===== src/rtl/wimpfi_pkg.sv =====
// Shared types and constants for the WIMPFI transmit MAC.
// Holds the controller state encoding, framing bytes and LFSR/contention-window helpers.
package wimpfi_pkg;

    typedef enum logic [2:0] {
        ST_IDLE     = 3'd0,
        ST_DIFS     = 3'd1,
        ST_BACKOFF  = 3'd2,
        ST_PREAMBLE = 3'd3,
        ST_SFD      = 3'd4,
        ST_DATA     = 3'd5,
        ST_DONE     = 3'd6
    } state_t;

    localparam logic [7:0] PREAMBLE_BYTE = 8'h55;
    localparam logic [7:0] SFD_BYTE      = 8'hD0;
    localparam logic [7:0] LFSR_SEED     = 8'hA5;
    localparam logic [2:0] CW_EXP_MIN    = 3'd2;
    localparam logic [2:0] CW_EXP_MAX    = 3'd7;

    // Fibonacci step for x^8+x^6+x^5+x^4+1, shifting toward the MSB.
    function automatic logic [7:0] lfsr_next(input logic [7:0] cur);
        return {cur[6:0], cur[7] ^ cur[5] ^ cur[4] ^ cur[3]};
    endfunction

    function automatic logic [7:0] cw_mask_of(input logic [2:0] cw_exp);
        return (8'd1 << cw_exp) - 8'd1;
    endfunction

endpackage


===== src/rtl/lfsr8.sv =====
// Free-running 8-bit pseudo-random source used to draw the backoff value.
// Advances every clock; a zero state is steered back to the seed so it can never lock up.
module lfsr8
    import wimpfi_pkg::*;
(
    input  logic       clk,
    input  logic       rst,
    output logic [7:0] value
);

    logic [7:0] lfsr_r;
    logic [7:0] step_s;

    // Next LFSR value with lock-up protection.
    always_comb begin
        step_s = lfsr_next(lfsr_r);
        if (step_s == 8'h00) begin
            step_s = LFSR_SEED;
        end else begin
            step_s = step_s;
        end
    end

    // LFSR state register.
    always_ff @(posedge clk) begin
        if (!rst) begin
            lfsr_r <= LFSR_SEED;
        end else begin
            lfsr_r <= step_s;
        end
    end

    assign value = lfsr_r;

endmodule


===== src/rtl/xmit_mac_ctrl.sv =====
// CSMA transmit controller: DIFS wait, random backoff with carrier deferral, then
// preamble, SFD and FIFO payload handed byte-by-byte to the Manchester transmitter.
module xmit_mac_ctrl
    import wimpfi_pkg::*;
#(
    parameter int unsigned DIFS_TICKS     = 40,
    parameter int unsigned SLOT_TICKS     = 8,
    parameter int unsigned PREAMBLE_BYTES = 2
) (
    input  logic       clk,
    input  logic       rst,
    input  logic       mx_br_en,
    input  logic       cardet,
    input  logic       frame_ready,
    input  logic       fifo_empty,
    input  logic [7:0] fifo_data,
    input  logic       xmit_rdy,
    output logic       fifo_rd_en,
    output logic       xmit_valid,
    output logic [7:0] xmit_data,
    output logic       busy,
    output logic       tx_done,
    output logic [7:0] defer_cnt,
    output logic [2:0] STATE
);

    localparam int unsigned TW = $clog2(DIFS_TICKS + 1);
    localparam int unsigned SW = $clog2(SLOT_TICKS + 1);
    localparam int unsigned PW = $clog2(PREAMBLE_BYTES + 1);

    localparam logic [TW-1:0] TICK_LAST = TW'(DIFS_TICKS - 1);
    localparam logic [TW-1:0] TICK_ONE  = TW'(1);
    localparam logic [SW-1:0] SLOT_LAST = SW'(SLOT_TICKS - 1);
    localparam logic [SW-1:0] SLOT_ONE  = SW'(1);
    localparam logic [PW-1:0] PRE_LAST  = PW'(PREAMBLE_BYTES - 1);
    localparam logic [PW-1:0] PRE_ONE   = PW'(1);

    state_t        state_r, state_s;
    logic [TW-1:0] tick_cnt_r, tick_cnt_s;
    logic [SW-1:0] slot_cnt_r, slot_cnt_s;
    logic [PW-1:0] pre_cnt_r, pre_cnt_s;
    logic [7:0]    backoff_r, backoff_s;
    logic          held_r, held_s;
    logic [2:0]    cw_exp_r, cw_exp_s;
    logic [7:0]    defer_cnt_r;
    logic          carrier_seen_r, carrier_seen_s;
    logic          defer_inc_s;
    logic [7:0]    lfsr_s;
    logic [7:0]    cw_mask_s;
    logic [7:0]    draw_s;
    logic          valid_s;
    logic [7:0]    data_s;
    logic          xfer_s;

    lfsr8 u_lfsr (
        .clk   (clk),
        .rst   (rst),
        .value (lfsr_s)
    );

    assign cw_mask_s = cw_mask_of(cw_exp_r);
    assign draw_s    = held_r ? backoff_r : (lfsr_s & cw_mask_s);

    // Byte presented to the transmitter; nothing is offered while reset is low so no pop can occur.
    always_comb begin
        valid_s = 1'b0;
        data_s  = 8'h00;
        case (state_r)
            ST_PREAMBLE: begin
                valid_s = 1'b1;
                data_s  = PREAMBLE_BYTE;
            end
            ST_SFD: begin
                valid_s = 1'b1;
                data_s  = SFD_BYTE;
            end
            ST_DATA: begin
                valid_s = !fifo_empty;
                data_s  = fifo_empty ? 8'h00 : fifo_data;
            end
            default: begin
                valid_s = 1'b0;
                data_s  = 8'h00;
            end
        endcase
        if (!rst) begin
            valid_s = 1'b0;
            data_s  = 8'h00;
        end else begin
            valid_s = valid_s;
        end
    end

    assign xfer_s     = valid_s & xmit_rdy;
    assign xmit_valid = valid_s;
    assign xmit_data  = data_s;
    assign fifo_rd_en = xfer_s & (state_r == ST_DATA);
    assign busy       = (state_r != ST_IDLE);
    assign tx_done    = (state_r == ST_DONE);
    assign STATE      = state_r;
    assign defer_cnt  = defer_cnt_r;

    // Next-state logic for the controller and its counters.
    always_comb begin
        state_s        = state_r;
        tick_cnt_s     = tick_cnt_r;
        slot_cnt_s     = slot_cnt_r;
        pre_cnt_s      = pre_cnt_r;
        backoff_s      = backoff_r;
        held_s         = held_r;
        cw_exp_s       = cw_exp_r;
        carrier_seen_s = 1'b0;
        defer_inc_s    = 1'b0;
        case (state_r)
            ST_IDLE: begin
                tick_cnt_s = '0;
                slot_cnt_s = '0;
                pre_cnt_s  = '0;
                if (frame_ready) begin
                    state_s = ST_DIFS;
                end else begin
                    state_s = ST_IDLE;
                end
            end
            ST_DIFS: begin
                slot_cnt_s = '0;
                if (cardet) begin
                    // One deferral per busy episode, not per busy cycle.
                    tick_cnt_s     = '0;
                    carrier_seen_s = 1'b1;
                    defer_inc_s    = !carrier_seen_r;
                end else if (mx_br_en) begin
                    if (tick_cnt_r == TICK_LAST) begin
                        tick_cnt_s = '0;
                        backoff_s  = draw_s;
                        held_s     = 1'b1;
                        state_s    = (draw_s == 8'd0) ? ST_PREAMBLE : ST_BACKOFF;
                    end else begin
                        tick_cnt_s = tick_cnt_r + TICK_ONE;
                    end
                end else begin
                    tick_cnt_s = tick_cnt_r;
                end
            end
            ST_BACKOFF: begin
                if (cardet) begin
                    // Abort keeps the remaining backoff; the partial slot is discarded.
                    state_s        = ST_DIFS;
                    tick_cnt_s     = '0;
                    slot_cnt_s     = '0;
                    carrier_seen_s = 1'b1;
                    defer_inc_s    = 1'b1;
                    cw_exp_s       = (cw_exp_r == CW_EXP_MAX) ? CW_EXP_MAX : (cw_exp_r + 3'd1);
                end else if (backoff_r == 8'd0) begin
                    state_s = ST_PREAMBLE;
                end else if (mx_br_en) begin
                    if (slot_cnt_r == SLOT_LAST) begin
                        slot_cnt_s = '0;
                        backoff_s  = backoff_r - 8'd1;
                        state_s    = (backoff_r == 8'd1) ? ST_PREAMBLE : ST_BACKOFF;
                    end else begin
                        slot_cnt_s = slot_cnt_r + SLOT_ONE;
                    end
                end else begin
                    slot_cnt_s = slot_cnt_r;
                end
            end
            ST_PREAMBLE: begin
                if (xfer_s) begin
                    if (pre_cnt_r == PRE_LAST) begin
                        pre_cnt_s = '0;
                        state_s   = ST_SFD;
                    end else begin
                        pre_cnt_s = pre_cnt_r + PRE_ONE;
                    end
                end else begin
                    pre_cnt_s = pre_cnt_r;
                end
            end
            ST_SFD: begin
                if (xfer_s) begin
                    state_s = ST_DATA;
                end else begin
                    state_s = ST_SFD;
                end
            end
            ST_DATA: begin
                if (fifo_empty) begin
                    state_s = ST_DONE;
                end else begin
                    state_s = ST_DATA;
                end
            end
            ST_DONE: begin
                held_s    = 1'b0;
                backoff_s = 8'd0;
                cw_exp_s  = CW_EXP_MIN;
                state_s   = ST_IDLE;
            end
            default: begin
                state_s = ST_IDLE;
            end
        endcase
    end

    // Controller state and counter registers.
    always_ff @(posedge clk) begin
        if (!rst) begin
            state_r        <= ST_IDLE;
            tick_cnt_r     <= '0;
            slot_cnt_r     <= '0;
            pre_cnt_r      <= '0;
            backoff_r      <= 8'd0;
            held_r         <= 1'b0;
            cw_exp_r       <= CW_EXP_MIN;
            defer_cnt_r    <= 8'd0;
            carrier_seen_r <= 1'b0;
        end else begin
            state_r        <= state_s;
            tick_cnt_r     <= tick_cnt_s;
            slot_cnt_r     <= slot_cnt_s;
            pre_cnt_r      <= pre_cnt_s;
            backoff_r      <= backoff_s;
            held_r         <= held_s;
            cw_exp_r       <= cw_exp_s;
            carrier_seen_r <= carrier_seen_s;
            if (defer_inc_s && (defer_cnt_r != 8'hFF)) begin
                defer_cnt_r <= defer_cnt_r + 8'd1;
            end else begin
                defer_cnt_r <= defer_cnt_r;
            end
        end
    end

endmodule

===== config.mk =====
export PLATFORM = sky130hd
export DESIGN_NAME = xmit_mac_ctrl
export DESIGN_NICKNAME = d
export VERILOG_FILES = /design/src/rtl/wimpfi_pkg.sv /design/src/rtl/lfsr8.sv /design/src/rtl/xmit_mac_ctrl.sv
export SDC_FILE = /design/constraint.sdc
export NUM_CORES = 1
export LEC_CHECK = 0
export BUFFER_PORTS_ARGS = -buffer_cell sky130_fd_sc_hd__buf_4
export CAP_MARGIN = 10
export CORE_ASPECT_RATIO = 0.5
export CORE_UTILIZATION = 49
export CTS_CLUSTER_DIAMETER = 40
export CTS_CLUSTER_SIZE = 20
export DETAILED_ROUTE_END_ITERATION = 16
export GPL_TIMING_DRIVEN = 0
export PLACE_DENSITY = 0.7
export SLEW_MARGIN = 20
export SYNTH_ARGS = -nofsm -noshare
export SYNTH_HDL_FRONTEND = slang
export SYNTH_HIERARCHICAL = 1
export SYNTH_SLANG_ARGS = --single-unit
export TNS_END_PERCENT = 1

===== constraint.sdc =====
create_clock -name clk -period 4 [get_ports clk]
set_input_delay 0.6 -clock clk [delete_from_list [all_inputs] [get_ports clk]]
set_output_delay 0.6 -clock clk [all_outputs]
set_load 0.005 [all_outputs]

### Yosys cells after proc, flatten, opt, wreduce, memory -nomap -nowiden

Cells that the tools add are included.

| word-level totals | value |
|---|---|
| register bits | 44 |
| latch bits | 0 |
| memory bits (writable) | 0 |
| bits in read-only memories | 0 |
| input bits | 15 |
| output and inout bits | 23 |
| logic and storage cells | 130 |
| memories | 0 |

| cells by class | value |
|---|---|
| $add $sub $neg | 7 |
| multiply operators | 0 |
| div/mod/pow operators | 0 |
| magnitude comparators | 0 |
| equal/unequal tests | 27 |
| shifts and indexed selects | 1 |
| multiplexer cells | 52 |
| bitwise gates (word level) | 7 |
| reduce and logical (&&, ||, !) cells | 26 |

Operator list:

| kind | number |
|---|---|
| two-way mux 8 bit | 10 |
| case mux 8 bit (3 select lines) | 2 |
| two-way mux 3 bit | 11 |
| logical NOT 8 bit | 3 |
| two-way mux 6 bit | 4 |
| inequality test 2 bit (second input constant) | 10 |
| case mux 3 bit (6 select lines) | 1 |
| case mux 6 bit (3 select lines) | 1 |
| two-way mux 4 bit | 4 |
| subtractor 8 x 1 -> 8 bit (second input constant) | 2 |
| == test 3 bit (second input constant) | 4 |
| two-way mux 1 bit | 10 |
| inequality test 3 bit (second input constant) | 3 |
| nonzero test 3 bit | 3 |
| adder 8 x 1 -> 8 bit (second input constant) | 1 |
| bitwise AND 8 bit | 1 |
| == test 8 x 1 -> 1 bit (second input constant) | 1 |
| inequality test 4 bit (second input constant) | 2 |
| inequality test 8 bit (second input constant) | 1 |
| case mux 4 bit (2 select lines) | 1 |
| AND reduction 8 bit | 1 |
| nonzero test 2 bit | 4 |
| OR reduction 2 bit | 4 |
| << shifter 1 x 3 -> 8 bit (first input constant) | 1 |
| other kinds (23) | 35 |

### Logic depth before layout (Yosys ltp)

Gate-level depths: netlist (run 1).

| logic depth | value |
|---|---|
| word-level depth | 10 |
| gate-level depth with buffers | 9 |
| depth with buffers taken out | 9 |

### Cells and area by module

The synthesis (run 1) kept the hierarchy.

Modules (own cells, without submodules):

| module | times used | cells an instance | area each (um^2) | sequential area each (um^2) |
|---|---|---|---|---|
| xmit_mac_ctrl | 1 | 323 | 2474.9 | 720.7 |
| lfsr8 | 1 | 26 | 266.5 | 160.2 |

### Worst setup path after synthesis (run 1)

Ideal clock, no wire load.

| timing path | value |
|---|---|
| path kind | input -> register |
| start point | input port cardet |
| end point | register slot_cnt_r[3] |
| library setup time | 0.070 ns |
| arrival | 2.035 ns |
| data required time | 3.930 ns |
| path slack | 1.894 ns |
| stages | 5 |
| path buffers | 1 |
| path through | or4b_1 buf_2 or3_1 or3_1 a21oi_1 |

| on the way | value |
|---|---|
| longest elaborated chain between the ends | 2 |
| elaborated cells between the ends (all ways) | 5 |
| classes of those cells | eq/ne: 2; mux: 2; reduce/logical: 1 |

RTL lines:

| what | RTL line | source |
|---|---|---|
| from (decl) | xmit_mac_ctrl.sv:13 | `input logic cardet,` |
| inequality test 3 bit (no line) / two-way mux 4 bit (equally long branches) | -- |  |
| AND reduction 3 bit (no line) / case mux 4 bit (2 select lines) (equally long branches) | -- |  |
| to (signal assigned) | xmit_mac_ctrl.sv:221 | `slot_cnt_r <= slot_cnt_s;` |
| to (decl) | xmit_mac_ctrl.sv:40 | `logic [SW-1:0] slot_cnt_r, slot_cnt_s;` |

Several ways; a longest one is shown, not always the timed one.
A chain may end at the register's enable or synchronous reset.

### Final worst setup path (run 1)

| timing path | value |
|---|---|
| start point | register state_r[2], in the netlist STATE[2] |
| end point | output port fifo_rd_en |

| on the way | value |
|---|---|
| longest elaborated chain between the ends | 6 |
| elaborated cells between the ends (all ways) | 8 |
| classes of those cells | eq/ne: 3; mux: 2; bitwise: 2; reduce/logical: 1 |

RTL lines:

| what | RTL line | source |
|---|---|---|
| from (decl) | xmit_mac_ctrl.sv:38 | `state_t state_r, state_s;` |
| from (signal assigned) | xmit_mac_ctrl.sv:219 | `state_r <= state_s;` |
| == test 3 bit / == test 3 x 2 -> 1 bit (equally long branches) | xmit_mac_ctrl.sv:68 | `case (state_r)` |
| OR reduction 2 bit (no line) | -- |  |
| case mux 1 bit (2 select lines) | xmit_mac_ctrl.sv:68 |  |
| two-way mux 1 bit | xmit_mac_ctrl.sv:86 | `if (!rst) begin` |
| bitwise AND 1 bit | xmit_mac_ctrl.sv:94 | `assign xfer_s = valid_s & xmit_rdy;` |
| bitwise AND 1 bit (*) | xmit_mac_ctrl.sv:97 | `assign fifo_rd_en = xfer_s & (state_r == ST_DATA);` |
| to (decl) | xmit_mac_ctrl.sv:18 | `output logic fifo_rd_en,` |

Mark *: on every way between the ends. The rest lies on a longest branch, timed or not.

==> run_results.csv, run 1 <==
group,metric,value,unit
synthesis,synth_nets,375,
critical_path,worst-endpoint-required,3400,ps
synthesis,synth_area_per_cell,7.85,sq um
grt,overflow,0,
timing,tightest_slew,700,ps
detailed_routing,via_per_inst,5.81,
layout,finalNetCount,419,
timing,hold_violations,0,
min_path,hold_path_class,"flop to flop",
timing,grt_setup_unrepaired,"false",
timing,maxSlewHeadroom,52.7,%
timing,drv_slew,0,
timing,finalSetupViolations,0,
layout,diodes,0,
grt,grt.total_usage,25.4,%
critical_path,path_max_fanout,10,
critical_path,crit_chain,"clkbuf_1, nand2b_1, a21oi_1, nor2_1, nor2_1, and4_1, buf_4",
layout,area_growth,16.8,%
critical_path,cp_common_cell,"nor2_1",
synthesis,synth_top_area_cell,"dfxtp_1",
detailed_routing,ant_nets,0,
synthesis,yosysMostFrequentCell,"nor2_1",
synthesis,netlist_instances,349,
place,portBuffers,37,
grt,grt_max_degree,13,
outcome,status,"complete, no violations",
pwr,power_frac_clock,19.4,%
synthesis,synth_enable_flop_cells,0,
grt,antenna_found_initial,0,
synthesis,synth_ff_type,"dfxtp_1",
clocking,cts-htree-levels,2,
pwr,leakage,1.32,nW
layout,finish.utilization,62.1,%
min_path,min_path_cells,1,
detailed_routing,first_pass_iters,4,
place,gp_congestion,0.855,
synthesis,syn_area,2740,sq um
place,hpwl,5.22,mm
critical_path,crit_path_start_kind,"flop",
timing,finalCriticalPeriod,2800,ps
detailed_routing,route.detailed.drc,0,
clocking,ctsLongestPathBuffers,2,
synthesis,synth_top_area_share,32.1,%
pwr,switchingPower,665,uW
synthesis,ys_types,60,
critical_path,crit_path_top_delay_cell,"dfxtp_1",
grt,grt_pass1_wl,11.1,mm
timing,fin_tns_setup,0,ps
place,dpl.cell_count,456,
grt,grt_use_met3,7.61,%
die,core,5160,sq um
run,cap_violations,0,
detailed_routing,detail_route.wl_per_cell,15.1,um
critical_path,max_stage_delay,490,ps
pwr,p_seq_share,34.8,%
synthesis,synth_common_cells,"46 x nor2_1, 44 x dfxtp_1, 40 x nand2_1",
die,boundaryPins,38,
clocking,clkTransAtPathRegs,80,ps
critical_path,r2r_cells,7,
synthesis,synthTopCellsByArea,"dfxtp_1 32%, nor2_1 6.3%, nand2_1 5.5%",
synthesis,yosysSeqAreaShare,32.1,%
detailed_routing,drt_wl_total,6.99,mm
critical_path,critical_path_class,"flop to primary output",
die,dieArea,5920,sq um
clocking,cts_resized,0,
pwr,p_int,956,uW
clocking,cts.sinks,44,
critical_path,critical_path_arrival,2200,ps
clocking,cts_tree,"built",
timing,fmax,0.357,GHz
clocking,cts_buffers,5,
synthesis,synthArstFlopShare,0,%
grt,met1_usage,31.9,%
detailed_routing,drt_iter0_drc,147,
clocking,cts_setup_buffers,0,
layout,layout-drive-gt1-share,15.3,%
critical_path,setup.worst_path.end_class,"primary output",
pwr,power.share.switching,41.0,%
die,start_util,53.2,%
grt,busiest_layer,"met2",
timing,finalCritPeriodShare,70.1,%
die,die_h,54.9,um
clocking,hold_buffers,0,
synthesis,yosys_register_bits,44,
clocking,clk_latency,320,ps
layout,fin_cells,463,
timing,clock_skew,7.01,ps
pwr,vdd_drop_max,287,uV
synthesis,synth_warnings,6,
pwr,power_frac_comb,45.9,%
die,fp-row-count,18,
pwr,power_density,506,nW/um^2
clocking,root_buffer,"clkbuf_8",
die,die_w,108,um
detailed_routing,num_vias,2689,
grt,first_global_vias,2367,
grt,use_met2,41.9,%
## worst max-delay path: cells and delay by family, from the launching register on
family	cells	cell delay, ps
flip-flops	1	490
buffers and inverters	2	540
AO/OA/AOI/OAI	1	160
AND/OR/NAND/NOR	4	690
## metal layers
layer  part of all wire [%]  routed length, um  up-vias
li1                       -                  -     1318
met1                     48               3360     1298
met2                     45               3150       62
met3                    5.3                374       11
met4                    1.7                116        0
met5                      0                  0        -
## layout by cell type (no fill, tap or decap), types with 4 or more instances in the layout
| cell | count |
|---|---|
| nor2_1 | 46 |
| dfxtp_1 | 44 |
| nand2_1 | 40 |
| buf_4 | 38 |
| a21oi_1 | 20 |
| o21ai_0 | 17 |
| inv_1 | 12 |
| xor2_1 | 12 |
| clkbuf_1 | 11 |
| ha_1 | 11 |
| nand2b_1 | 9 |
| nor2b_1 | 9 |
| xnor2_1 | 9 |
| and2_1 | 8 |
| nand4_1 | 7 |
| clkbuf_8 | 7 |
| nor3_1 | 6 |
| o211ai_1 | 5 |
| and3_1 | 5 |
| nand3_1 | 4 |
| mux2i_1 | 4 |
| or3_1 | 4 |
| nor4_1 | 4 |
## power groups by stage
stage	registers [mW]	logic (mW)	clock network [mW]
final	0.564	0.743	0.314
after global routing	0.572	0.831	0.337
after CTS	0.562	0.739	0.318
after detailed placement	0.571	0.735	0
after global placement	0.570	0.714	0
after floorplan	0.553	0.543	0
## metrics by stage
step                power (mW)  setup WS, ps  hold slack, ps  instance area (sq um)
global route              1.74          1010             507                   3200
floorplan                 1.10          1890             438                   2740
CTS                       1.62          1250             485                   3200
detailed placement        1.31          1370             466                   3110
finish                    1.62          1200             485                   3200
global placement          1.28          1470             462                   3110
## logic make-up (layout without fill, tap and decap cells)
kind of cell / count (synthesis) / after routing / share of synthesized area (%)
AND/OR/NAND/NOR: 159 / 159 / 29.6
AO/OA/AOI/OAI: 81 / 81 / 20.6
flip-flops: 44 / 44 / 32.1
buffers and inverters: 28 / 72 / 4.11
XOR/XNOR: 21 / 21 / 6.71
adder cells (fa/ha/maj): 11 / 11 / 5.02
multiplexers: 5 / 5 / 1.87
## final timing paths
check	startpoint	end	slack, ps
setup / recovery	STATE[2]	fifo_rd_en	1200
setup reg to reg	tick_cnt_r[0]	backoff_r[2]	1310
hold / removal	pre_cnt_r[1]	pre_cnt_r[1]	480
hold reg to reg	pre_cnt_r[1]	pre_cnt_r[1]	480
## final cells by class
| type | count | area (sq um) |
|---|---|---|
| timing repair buffer | 37 | 278 |
| fill | 461 | 1950 |
| clock buffer | 7 | 96.3 |
| sequential | 44 | 881 |
| buffer | 16 | 67.6 |
| tap | 70 | 87.6 |
| multi-input combinational | 277 | 1750 |
| inverter | 12 | 45.0 |
## sequential cells by signal, summed over array words and instances, names as in the netlist
register	cells
pre_cnt_r	2
cw_exp_r	3
STATE	3
carrier_seen_r	1
tick_cnt_r	6
defer_cnt	8
backoff_r	8
held_r	1
u_lfsr/value	8
slot_cnt_r	4
No activity file was read; power rests on OpenSTA's default activity.
==> run 2, diff against run 1 <==
- PLACE_DENSITY: 0.7 -> 0.72
- clock period: 4 -> 2.44 ns (I/O delays scaled with it)
==> run_results.csv, run 2 (synthesis results as in run 1) <==
group,metric,value,unit
outcome,status,"complete, no violations",
layout,diodes,0,
clocking,cts_buffers,5,
timing,tightest_slew,654,ps
clocking,cts_tree,"built",
min_path,worstHoldStart,"rst",
clocking,cts_setup_buffers,0,
clocking,clkTransAtPathRegs,80,ps
layout,area_growth,17.7,%
critical_path,critical_path_arrival,2030,ps
critical_path,crit_family,"simple AND/OR/NAND/NOR gates",
detailed_routing,num_vias,2634,
clocking,ctsLongestPathBuffers,2,
detailed_routing,detail_route.wl_per_cell,14.6,um
die,die_w,108,um
critical_path,crit_start,"STATE[1]",
grt,grt.total_usage,24.5,%
place,hpwl,5.03,mm
timing,finalCriticalPeriod,2390,ps
die,fp-row-count,18,
clocking,hold_buffers,0,
clocking,cts-htree-levels,2,
detailed_routing,ant_nets,0,
die,core,5160,sq um
timing,finalCritPeriodShare,98.1,%
detailed_routing,drt_iter0_drc,175,
grt,grt_max_degree,13,
layout,final_cell_mix,"46 x nor2_1, 44 x dfxtp_1, 40 x nand2_1",
critical_path,setup.worst_path.end_class,"primary output",
detailed_routing,drt_wl_total,6.78,mm
timing,fmax,0.418,GHz
place,portBuffers,37,
detailed_routing,via_per_inst,5.69,
critical_path,crit_buf_inv,2,
critical_path,max_stage_delay,460,ps
layout,finish.utilization,62.6,%
detailed_routing,first_pass_iters,5,
timing,hold_violations,0,
clocking,clk_latency,310,ps
layout,layout-drive-gt1-share,16.5,%
timing,clock_skew,6.69,ps
pwr,vdd_drop_max,389,uV
grt,antenna_found_initial,0,
detailed_routing,route.detailed.drc,0,
clocking,root_buffer,"clkbuf_8",
critical_path,cp_common_cell,"nor2_1",
timing,maxSlewHeadroom,56.0,%
layout,mostFrequentLayoutCell,"nor2_1",
critical_path,crit_path_start_kind,"flop",
pwr,leakage,1.33,nW
pwr,power_density,816,nW/um^2
grt,grt_pass1_wl,11.0,mm
layout,nFillCells,444,
critical_path,worst-endpoint-required,2070,ps
critical_path,r2r_slack,50,ps
die,dieArea,5920,sq um
critical_path,path_max_fanout,10,
min_path,hold_path_class,"input port to flop",
critical_path,crit_path_top_delay_cell,"dfxtp_1",
die,boundaryPins,38,
die,die_h,54.9,um
timing,drv_slew,0,
critical_path,r2r_start,"backoff_r[0]",
timing,fin_tns_setup,0,ps
timing,finalSetupViolations,0,
critical_path,critical_path_class,"flop to primary output",
run,cap_violations,0,
grt,overflow,0,
grt,first_global_vias,2367,
clocking,cts.sinks,44,
critical_path,crit_chain,"clkbuf_1, nand2b_1, a21oi_1, nor2_1, nor2_1, and4_1, buf_4",
place,gp_congestion,0.885,
layout,finalNetCount,419,
die,start_util,53.2,%
timing,grt_setup_unrepaired,"true",
-- run 2: per-layer routing --
layer | track usage (%) | wire (um) | up-vias
met2 | 41.2 | 3100 | 46
met4 | 8.68 | 58 | 0
met3 | 5.97 | 290 | 5
li1 | - | - | 1326
met5 | 0 | 0 | -
met1 | 31.5 | 3330 | 1257
-- run 2: timing repair --
action	4_1_cts	5_1_grt
setup endpoints to repair	8	15
pin swaps	0	1
resized for setup	3	7
-- run 2: area by class of cell --
| type | instances | area (sq um) | area share [%] |
|---|---|---|---|
| plain buffers | 16 | 71.3 | 2.21 |
| clock buffers | 6 | 72.6 | 2.25 |
| clock inverters | 1 | 5.00 | 0.155 |
| inverters | 12 | 45.0 | 1.40 |
| multi-input cells | 277 | 1790 | 55.4 |
| flip-flops and latches | 44 | 881 | 27.3 |
| well taps | 70 | 87.6 | 2.71 |
| repair buffers | 37 | 278 | 8.61 |
-- run 2: final timing paths --
| kind | cells after the start | to |
|---|---|---|
| worst max-delay path | 7 | fifo_rd_en |
| worst min-delay path | 2 | u_lfsr/value[3] |
| worst max register to register | 8 | slot_cnt_r[3] |
| worst min register to register | 1 | u_lfsr/value[3] |
-- run 2: power breakdown --
group          internal (mW)  switching (mW)
Sequential             0.806           0.118
Combinational          0.528           0.737
Clock                  0.195           0.249
-- run 2: through the flow --
| step | setup slack [ps] | instance area (sq um) | std cells | power, mW | hold slack [ps] |
|---|---|---|---|---|---|
| finish | 46.6 | 3230 | 463 | 2.63 | 374 |
| global route | -144 | 3230 | 463 | 2.83 | 361 |
| global placement | -77.2 | 3110 | 456 | 2.10 | 463 |
| floorplan | 413 | 2740 | 349 | 1.80 | 438 |
| CTS | 35.3 | 3200 | 463 | 2.61 | 363 |
| detailed placement | -130 | 3110 | 456 | 2.15 | 479 |
==> run 3, diff against run 2 <==
- CORE_UTILIZATION: 49 -> 35
- PLACE_DENSITY: 0.72 -> unset
==> run_results.csv, run 3 (synthesis results as in run 1) <==
group,metric,value,unit
die,die_w,127,um
detailed_routing,drt_wl_total,6.89,mm
run,cap_violations,0,
timing,clock_skew,9.12,ps
clocking,ctsLongestPathBuffers,2,
grt,grt_pass1_wl,11.5,mm
timing,finalSetupViolations,0,
detailed_routing,drt_iter0_drc,253,
pwr,switchingPower,1.15,mW
critical_path,critical_path_arrival,2480,ps
timing,grt_setup_unrepaired,"false",
pwr,leakage,1.38,nW
detailed_routing,ant_nets,0,
min_path,hold_path_class,"input port to flop",
detailed_routing,detail_route.wl_per_cell,13.7,um
clocking,cts.sinks,44,
detailed_routing,num_vias,2573,
clocking,root_buffer,"clkbuf_16",
die,fp-row-count,22,
critical_path,setup.worst_path.end_class,"flop",
timing,finalCritPeriodShare,93.1,%
grt,first_global_vias,2346,
critical_path,worst-endpoint-required,2650,ps
timing,drv_slew,0,
clocking,clkTransAtPathRegs,60,ps
clocking,cts_buffers,5,
critical_path,path_max_fanout,5,
critical_path,crit_path_start_kind,"flop",
grt,grt.total_usage,17.6,%
timing,tightest_slew,635,ps
pwr,power_frac_clock,26.6,%
critical_path,critical_path_class,"flop to flop",
layout,diodes,0,
clocking,cts_tree,"built",
place,gp_congestion,0.793,
pwr,power_frac_comb,42.5,%
timing,hold_violations,0,
clocking,clk_latency,290,ps
grt,overflow,0,
grt,antenna_found_initial,0,
clocking,hold_buffers,0,
layout,mostFrequentLayoutCell,"nor2_1",
timing,maxSlewHeadroom,57.3,%
layout,nFillCells,755,
detailed_routing,route.detailed.drc,0,
place,portBuffers,37,
detailed_routing,via_per_inst,5.11,
layout,layout-drive-gt1-share,18.2,%
pwr,vdd_drop_max,329,uV
die,start_util,36.7,%
layout,final_cell_mix,"46 x nor2_1, 42 x dfxtp_1, 40 x nand2_1, 40 x buf_4, 20 x a21oi_1",
clocking,cts-htree-levels,2,
place,hpwl,5.12,mm
die,dieArea,8210,sq um
die,die_h,64.6,um
outcome,status,"complete, no violations",
detailed_routing,first_pass_iters,4,
timing,whs,403,ps
timing,finalCriticalPeriod,2270,ps
grt,grt_max_degree,15,
pwr,power.share.switching,38.1,%
place,dpl.cell_count,494,
die,boundaryPins,38,
pwr,power,3.02,mW
pwr,p_int,1.87,mW
pwr,power_density,891,nW/um^2
pwr,p_seq_share,30.9,%
timing,fmax,0.440,GHz
die,core,7460,sq um
layout,area_growth,23.5,%
layout,finalNetCount,421,
layout,fin_cells,504,
-- run 3: layout make-up --
type	instances	area, sq um	area share (%)
inverters	12	45.0	1.33
clock buffers	6	139	4.10
repair buffers	39	293	8.65
flip-flops and latches	44	883	26.1
plain buffers	16	71.3	2.11
clock inverters	2	38.8	1.15
multi-input cells	277	1780	52.6
well taps	108	135	3.99
-- run 3: repair_timing --
item / in CTS / in global routing
setup buffers: 0 / 2
hold endpoints to repair: 0 / 0
pin swaps: 0 / 1
setup endpoints to repair: 11 / 14
gates resized for setup: 3 / 9
cloned: 0 / 0
-- run 3: path summary, 6_finish.rpt --
kind / slack (ps) / cells after the start / startpoint / to
worst min register to register: 480 / 1 / pre_cnt_r[1] / pre_cnt_r[1]
worst min-delay path: 400 / 2 / rst / u_lfsr/value[1]
worst max-delay path: 170 / 9 / backoff_r[1] / backoff_r[4]
worst max register to register: 170 / 9 / backoff_r[1] / backoff_r[4]
-- run 3: routing by layer --
metal	GRT usage, %	routed length, um
met1	24.3	3640
met3	3.80	219
met5	0	0
met2	27.9	2980
met4	4.46	53
-- run 3: worst max-delay path: stages, from the launching register on --
cell	delay, ps
dfxtp_1	340
inv_1	130
ha_1	190
nor4b_1	410
nand2_1	180
a311oi_2	360
a221oi_4	90
buf_4	180
a21bo_2	180
a21oi_1	130
-- run 3: through the flow --
stage	TNS [ps]	setup WS (ps)	utilization (%)	instance area, sq um
2_1_floorplan	0	413	-	2740
3_3_place_gp	-579	-152	42.3	3150
3_5_place_dp	-740	-164	42.3	3150
4_1_cts	0	75.6	44.9	3350
5_1_grt	0	8.22	45.4	3390
6_report	0	167	45.4	3390
-- run 3: power groups by stage --
stage | clock, mW | combinational, mW | sequential (mW)
global placement | 0 | 1.19 | 0.943
floorplan | 0 | 0.891 | 0.907
finish | 0.802 | 1.28 | 0.931
CTS | 0.817 | 1.23 | 0.927
global route | 0.853 | 1.42 | 0.947
detailed placement | 0 | 1.20 | 0.942
